## config.mk

```make
export PLATFORM = sky130hd
export DESIGN_NAME = smc_access_seq
export DESIGN_NICKNAME = d
export VERILOG_FILES = /design/src/rtl/smc_access_seq.sv
export SDC_FILE = /design/constraint.sdc
export NUM_CORES = 1
export LEC_CHECK = 0
export BUFFER_PORTS_ARGS = -buffer_cell sky130_fd_sc_hd__buf_2
export CORE_ASPECT_RATIO = 0.9
export CORE_MARGIN = 1
export CORE_UTILIZATION = 39
export DETAILED_ROUTE_END_ITERATION = 8
export HOLD_SLACK_MARGIN = 0.06
export PLACE_DENSITY = 0.71
export SLEW_MARGIN = 20
export SYNTH_ARGS = -nofsm -noshare
export SYNTH_HDL_FRONTEND = slang
export SYNTH_SLANG_ARGS = --single-unit
```

## constraint.sdc

```tcl
create_clock -name hclk -period 3.6 [get_ports hclk]
set_clock_uncertainty 0.05 [all_clocks]
set_input_delay 0.36 -clock hclk [delete_from_list [all_inputs] [get_ports hclk]]
set_output_delay 0.36 -clock hclk [all_outputs]
set_load 0.03 [all_outputs]
```

## src/rtl/smc_access_seq.sv

```systemverilog
// rtl/smc_access_seq.sv - static memory access sequencer
// Runs one external access at a time through setup/strobe/hold/done/turnaround phases.
module smc_access_seq #(
   parameter int ADDR_W = 24,
   parameter int DATA_W = 32
) (
   input  logic              hclk,
   input  logic              n_sys_reset,
   input  logic              req,
   input  logic              req_we,
   input  logic [ADDR_W-1:0] req_addr,
   input  logic [DATA_W-1:0] req_wdata,
   input  logic [1:0]        cfg_setup,
   input  logic [3:0]        cfg_strobe,
   input  logic [1:0]        cfg_hold,
   input  logic [1:0]        cfg_turn,
   output logic              ack,
   output logic [DATA_W-1:0] rdata,
   output logic              busy,
   output logic              mem_cs_n,
   output logic              mem_oe_n,
   output logic              mem_we_n,
   output logic              mem_drive,
   output logic [ADDR_W-1:0] mem_addr,
   output logic [DATA_W-1:0] mem_wdata,
   input  logic [DATA_W-1:0] mem_rdata
);

   typedef enum logic [2:0] {
      ST_IDLE,
      ST_SETUP,
      ST_STROBE,
      ST_HOLD,
      ST_DONE,
      ST_TURN
   } state_t;

   state_t            state_q, state_d;
   logic [3:0]        cnt_q, cnt_d;
   logic              we_q, we_d;
   logic [1:0]        setup_q, setup_d;
   logic [3:0]        strobe_q, strobe_d;
   logic [1:0]        hold_q, hold_d;
   logic [1:0]        turn_q, turn_d;
   logic [ADDR_W-1:0] addr_q, addr_d;
   logic [DATA_W-1:0] wdata_q, wdata_d;
   logic [DATA_W-1:0] rdata_q, rdata_d;
   logic              ack_q, ack_d;
   logic              busy_q, busy_d;
   logic              cs_n_q, cs_n_d;
   logic              oe_n_q, oe_n_d;
   logic              we_n_q, we_n_d;
   logic              drive_q, drive_d;
   logic              in_access;

   // Counter holds "cycles remaining minus one"; a zero strobe still gives one cycle.
   function automatic logic [3:0] strobe_load(input logic [3:0] s);
      return (s == 4'd0) ? 4'd0 : s - 4'd1;
   endfunction

   always_comb begin
      state_d  = state_q;
      cnt_d    = cnt_q;
      we_d     = we_q;
      setup_d  = setup_q;
      strobe_d = strobe_q;
      hold_d   = hold_q;
      turn_d   = turn_q;
      addr_d   = addr_q;
      wdata_d  = wdata_q;
      rdata_d  = rdata_q;

      case (state_q)
         ST_IDLE: begin
            if (req) begin
               we_d     = req_we;
               addr_d   = req_addr;
               wdata_d  = req_wdata;
               setup_d  = cfg_setup;
               strobe_d = cfg_strobe;
               hold_d   = cfg_hold;
               turn_d   = cfg_turn;
               if (cfg_setup != 2'd0) begin
                  state_d = ST_SETUP;
                  cnt_d   = {2'b00, cfg_setup} - 4'd1;
               end else begin
                  state_d = ST_STROBE;
                  cnt_d   = strobe_load(cfg_strobe);
               end
            end
         end
         ST_SETUP: begin
            if (cnt_q == 4'd0) begin
               state_d = ST_STROBE;
               cnt_d   = strobe_load(strobe_q);
            end else begin
               cnt_d = cnt_q - 4'd1;
            end
         end
         ST_STROBE: begin
            if (cnt_q == 4'd0) begin
               if (!we_q) begin
                  rdata_d = mem_rdata;
               end
               if (hold_q != 2'd0) begin
                  state_d = ST_HOLD;
                  cnt_d   = {2'b00, hold_q} - 4'd1;
               end else begin
                  state_d = ST_DONE;
               end
            end else begin
               cnt_d = cnt_q - 4'd1;
            end
         end
         ST_HOLD: begin
            if (cnt_q == 4'd0) begin
               state_d = ST_DONE;
            end else begin
               cnt_d = cnt_q - 4'd1;
            end
         end
         ST_DONE: begin
            if (!we_q && (turn_q != 2'd0)) begin
               state_d = ST_TURN;
               cnt_d   = {2'b00, turn_q} - 4'd1;
            end else begin
               state_d = ST_IDLE;
            end
         end
         ST_TURN: begin
            if (cnt_q == 4'd0) begin
               state_d = ST_IDLE;
            end else begin
               cnt_d = cnt_q - 4'd1;
            end
         end
         default: begin
            state_d = ST_IDLE;
         end
      endcase

      // Outputs are decoded from the next state so they line up with state cycles.
      in_access = (state_d == ST_SETUP) || (state_d == ST_STROBE) || (state_d == ST_HOLD);
      ack_d     = (state_d == ST_DONE);
      busy_d    = (state_d != ST_IDLE);
      cs_n_d    = !in_access;
      oe_n_d    = !((state_d == ST_STROBE) && !we_d);
      we_n_d    = !((state_d == ST_STROBE) && we_d);
      drive_d   = in_access && we_d;
   end

   always_ff @(posedge hclk or negedge n_sys_reset) begin
      if (!n_sys_reset) begin
         state_q  <= ST_IDLE;
         cnt_q    <= 4'd0;
         we_q     <= 1'b0;
         setup_q  <= 2'd0;
         strobe_q <= 4'd0;
         hold_q   <= 2'd0;
         turn_q   <= 2'd0;
         addr_q   <= '0;
         wdata_q  <= '0;
         rdata_q  <= '0;
         ack_q    <= 1'b0;
         busy_q   <= 1'b0;
         cs_n_q   <= 1'b1;
         oe_n_q   <= 1'b1;
         we_n_q   <= 1'b1;
         drive_q  <= 1'b0;
      end else begin
         state_q  <= state_d;
         cnt_q    <= cnt_d;
         we_q     <= we_d;
         setup_q  <= setup_d;
         strobe_q <= strobe_d;
         hold_q   <= hold_d;
         turn_q   <= turn_d;
         addr_q   <= addr_d;
         wdata_q  <= wdata_d;
         rdata_q  <= rdata_d;
         ack_q    <= ack_d;
         busy_q   <= busy_d;
         cs_n_q   <= cs_n_d;
         oe_n_q   <= oe_n_d;
         we_n_q   <= we_n_d;
         drive_q  <= drive_d;
      end
   end

   assign ack       = ack_q;
   assign rdata     = rdata_q;
   assign busy      = busy_q;
   assign mem_cs_n  = cs_n_q;
   assign mem_oe_n  = oe_n_q;
   assign mem_we_n  = we_n_q;
   assign mem_drive = drive_q;
   assign mem_addr  = addr_q;
   assign mem_wdata = wdata_q;

endmodule

```

# After elaboration in Yosys (flattened, before gate mapping)
# Cells that the tools add are included.
# W data, S select, Z words.
# word_totals
ff_bits,110
input_bits,102
output_inout_bits,94
word_cells,80
# op_classes
addsub,6
n_eq_ne,13
n_mux,21
bitwise,1
reduce_logical,24
# op_table
operator,count
$mux W4,9
$mux W3,7
$pmux W4 S5,1
$pmux W3 S6,1
$eq A3 B2 Y1 const B,4
$logic_not A4 Y1,3
$sub A4 B1 Y4 const B,3
$eq A3 B3 Y1 const B,3
$sub A2 B1 Y3 const B,3
$eq A3 B1 Y1 const B,2
$ne A2 B2 Y1 const B,3
$reduce_bool A2 Y1,3
$logic_not A1 Y1,5
$reduce_and A5 Y1,1
$reduce_bool A5 Y1,1
$logic_and A1 B1 Y1,4
$logic_not A3 Y1,1
$ne A3 B3 Y1 const B,1
$reduce_and A3 Y1,1
$reduce_bool A3 Y1,1
$logic_or A1 B1 Y1,2
$mux W1,2
$mux W2,1
$reduce_and A2 Y1,1
2 further kinds,2

# Depth between registers and ports, before layout
# logic_depth
ltp_word,8
ltp_mapped,9
depth_no_buf,8

# Worst setup path after synthesis
# No wires, ideal clock.
# synth_timing
path_kind,reg-to-reg
startpoint,register cnt_q[0]
endpoint,register cnt_q[0]
setup_ps,125
arrival_ps,2121
t_required_ps,3425
path_slack_ps,1304
path_stages_with_launch,10
path_buffers,2
synth_period_minus_slack_ps,2296
cell_sequence,dfrtp_1 inv_1 ha_1 or3b_2 clkbuf_1 a21oi_1 o311a_2 and2_4 buf_6 mux2_4
# synth_via
elab_chain_cells,3
elab_cells_between_ends,9
classes_between,1 x add/sub; 2 x eq/ne; 4 x mux; 2 x reduce/logical
# synth_rtl
item,line,source
from (decl),39,"logic [3:0] cnt_q, cnt_d;"
from (signal assigned),172,cnt_q <= cnt_d;
$sub A4 B1 Y4 / $logic_not A4 Y1 (equally long branches),--,
"$mux W4, or another cell as far along","116, 131",
$pmux W4 S5 / $reduce_and A5 Y1 (equally long branches),--,
# Parallel ways exist; a longest one is shown, timed or not. The select of a mux whose other input is x is not followed.
# A chain may end at the register's enable or synchronous reset.

# Worst setup path after layout
# layout_timing
startpoint,register cnt_q[0]
endpoint,register cnt_q[1]
# The elaborated chain is that of the path after synthesis.

==> impl_metrics.csv <==
group,metric,value,unit
run_status,outcome,"finished clean",
pwr,p_per_area,1050,mW/mm2
timing,hold_viol_final,0,
pwr,power.internal,3580,uW
clocking,cts_tree,"done",
timing,fmax,0.422,GHz
layout,nFillCells,1018,
layout,area_growth,30.8,%
pwr,swShare,44.3,%
route,routed-wl-met3,806,um
timing,max_slew_margin,61.0,%
timing,setup_viol,0,
setup_path,crit_type,"reg -> reg",
yosys,ys_seq_area_share,59.1,%
yosys,synth.area.top_cells,"dfrtp_1 (57%), mux2_2 (22%), ha_1 (2.1%), dfstp_2 (1.7%), inv_1 (1.4%)",
flow_run,max_cap_viol_count,0,
timing,rsz0062_at_grt,"no",
setup_path,cp_slowest_cell,"or3b_2",
clocking,h-tree-depth,3,
floorplan,die_x,117,um
yosys,synth_most_common_cell,"dfrtp_1",
route,highest_layer,"met4",
route,drc_errors,0,
setup_path,endpoint_kind,"flip-flop",
yosys,syn_nets,459,
route,routed_wl,10800,um
layout,final_util,52.9,%
yosys,synth-edff-count,0,
clocking,path_clk_slew,70,ps
clocking,cts_setup_buffers,0,
layout,num_antenna_cells,0,
global_routing,grt_pass1_wl,17400,um
route,antenna_left,0,
floorplan,coreArea,0.0115,mm2
layout,stdcell_area,0.00610,mm2
setup_path,crit_required,3780,ps
placed_design,io_buffers,195,
yosys,synth_common_cells,"dfrtp_1 (107), mux2_2 (90), inv_1 (18)",
yosys,synthAdderAreaFrac,2.15,%
clocking,numClockSinks,110,
yosys,synthesis.area,0.00466,mm2
yosys,synthSimpleGateAreaFrac,7.00,%
route,viasPerCell,4.93,
floorplan,io_pins,196,
pwr,leakagePower,0.00301,uW
timing,fin_crit,2370,ps
setup_path,critPathMaxStageDelay,540,ps
route,drtIter0Drc,185,
clocking,numCtsBuffers,9,
clocking,post_cts_resized,0,
clocking,holdBufCountCts,0,
yosys,synth_compound_area_share,5.58,%
global_routing,overflow,0,
yosys,synth_top_flop_cell,"dfrtp_1",
global_routing,grt_usage,18.4,%
placed_design,gp_congestion,0.902,
placed_design,place_area,0.00583,mm2
pwr,pwr-share-seq,34.6,%
layout,drive_gt1_share,58.1,%
yosys,synth_top_cell_area_share,57.4,%
pwr,ir_drop,0.528,mV
setup_path,setup.worst_path.start_class,"flip-flop",
yosys,synth-xor-area-share,0.188,%
floorplan,initial_core_util,40.5,%
floorplan,rows,37,
placed_design,hpwl,7690,um
clocking,clock_tree.root_cell,"clkbuf_16",
layout,multi_input_area,0.00178,mm2
layout,seq_area,0.00276,mm2
yosys,synth.area.mux_share,23.0,%
floorplan,dieHeight,106,um
timing,final-max-slew-violation-count,0,
clocking,clockBufferDepth,2,
timing,worst_slew_pin_slew,585,ps
pwr,pwr-share-clk,14.6,%
worst_hold_path,hp-class,"in -> async",
yosys,ys_types,41,
timing,fin_setup_tns,0,ps
pwr,p_sw,2850,uW
setup_path,cp.arrival,2550,ps
clocking,clock_latency,340,ps
route,vias,3465,
route,wl_met2,5570,um
setup_path,path_max_fanout,7,
yosys,syn_inst,349,
global_routing,grt_max_degree,111,
layout,nNetsFinal,652,
route,drt-pass1-iter-count,5,
pwr,p_comb_share,50.8,%
yosys,synth_warnings,0,
yosys,synth-async-reset-ratio,100,%
yosys,syn_avg_cell_area,13.4,um2
global_routing,antenna_found_initial,0,
setup_path,path_cells,"inv_1 -> ha_1 -> or3b_2 -> a21oi_1 -> o311a_2 -> and2_4 -> mux2_4",
yosys,yosys.area.top_type,"dfrtp_1",
timing,min_period_over_period,65.8,%
yosys,synth_top_family_by_area,"multiplexers",
route,met1_length,4210,um
yosys,ys_ff_latch,110,
route,wire_per_inst,15.4,um
global_routing,grt_pass1_vias,3631,
floorplan,dieArea,0.0124,mm2
## cells in the final DEF, fill, tap and decap left out, drive strengths merged, types with 2 or more instances in the layout
cell type    n
nand3        7
or2          2
nand2b       4
nor3b        2
or3          4
mux2i        3
clkbuf      10
nand2       11
o22ai        4
nor4         2
nor2b        3
a21oi       11
nor2         9
buf        198
nor4b        3
clkinv       2
dfstp        3
nor3        10
o21ai       13
dfrtp      107
ha           8
mux2        92
inv         20
clkinvlp     2
## flip-flops by register name (all words and copies together), names as in the netlist, 2 cells and up
signal,count
mem_addr,24
rdata,32
turn_q,2
state_q,3
cnt_q,4
hold_q,2
mem_wdata,32
strobe_q,4
## worst max-delay path, delay by kind of cell, from the launching register on
kind / cells / cell delay (ps)
mux: 1 / 300
compound gates: 2 / 470
fa+ha+maj: 1 / 170
flops: 1 / 420
buf+inv: 1 / 100
simple gates: 2 / 750
## metrics by stage
stage	total power (uW)	hold slack, ps	std cells	setup slack, ps
detailed placement	5510	439	687	1260
CTS	6480	66.3	703	1260
finish	6430	21.7	703	1230
global route	6840	85.7	703	1160
floorplan	4570	14.4	349	1300
global placement	5400	427	687	1350
## final cells by class
type | count | share of cell area [%]
Tap cell | 156 | 3.20
Clock buffer | 10 | 3.75
Inverter | 18 | 1.11
Clock inverter | 6 | 0.738
Timing Repair Buffer | 198 | 16.8
Multi-Input combinational cell | 205 | 29.2
Sequential cell | 110 | 45.2
## layer usage
layer,track usage [%],vias to the layer above
met3,6.50,23
met2,30.7,139
met4,7.87,0
li1,-,1622
met1,21.2,1681
met5,0,-
## power by group through the flow
stage	logic, uW	registers, uW	clock network, uW
after detailed placement	3280	2230	0
after global placement	3200	2190	0
after global routing	3510	2310	1020
after floorplan	1380	3190	0
after CTS	3290	2220	966
final	3270	2220	938
## path summary, 6_finish.rpt
path,slack [ps],startpoint,end,cells past startpoint
worst max-delay path,1230,cnt_q[0],cnt_q[1],7
max in group asynchronous,3030,n_sys_reset,state_q[2],2
worst min register to register,450,rdata[3],rdata[3],1
worst min-delay path,20,n_sys_reset,turn_q[0],2
worst max register to register,1230,cnt_q[0],cnt_q[1],7
min in group hclk,170,cfg_hold[1],hold_q[1],3
## kinds of logic after synthesis
group	count (synthesis)
muxes	95
xor gates and xnor gates	1
adders and majority gates	8
AOI/OAI and AO/OA	41
and+or+nand+nor	60
DFF	110
buffers and inverters	34
(Power assumes the default switching activity.)
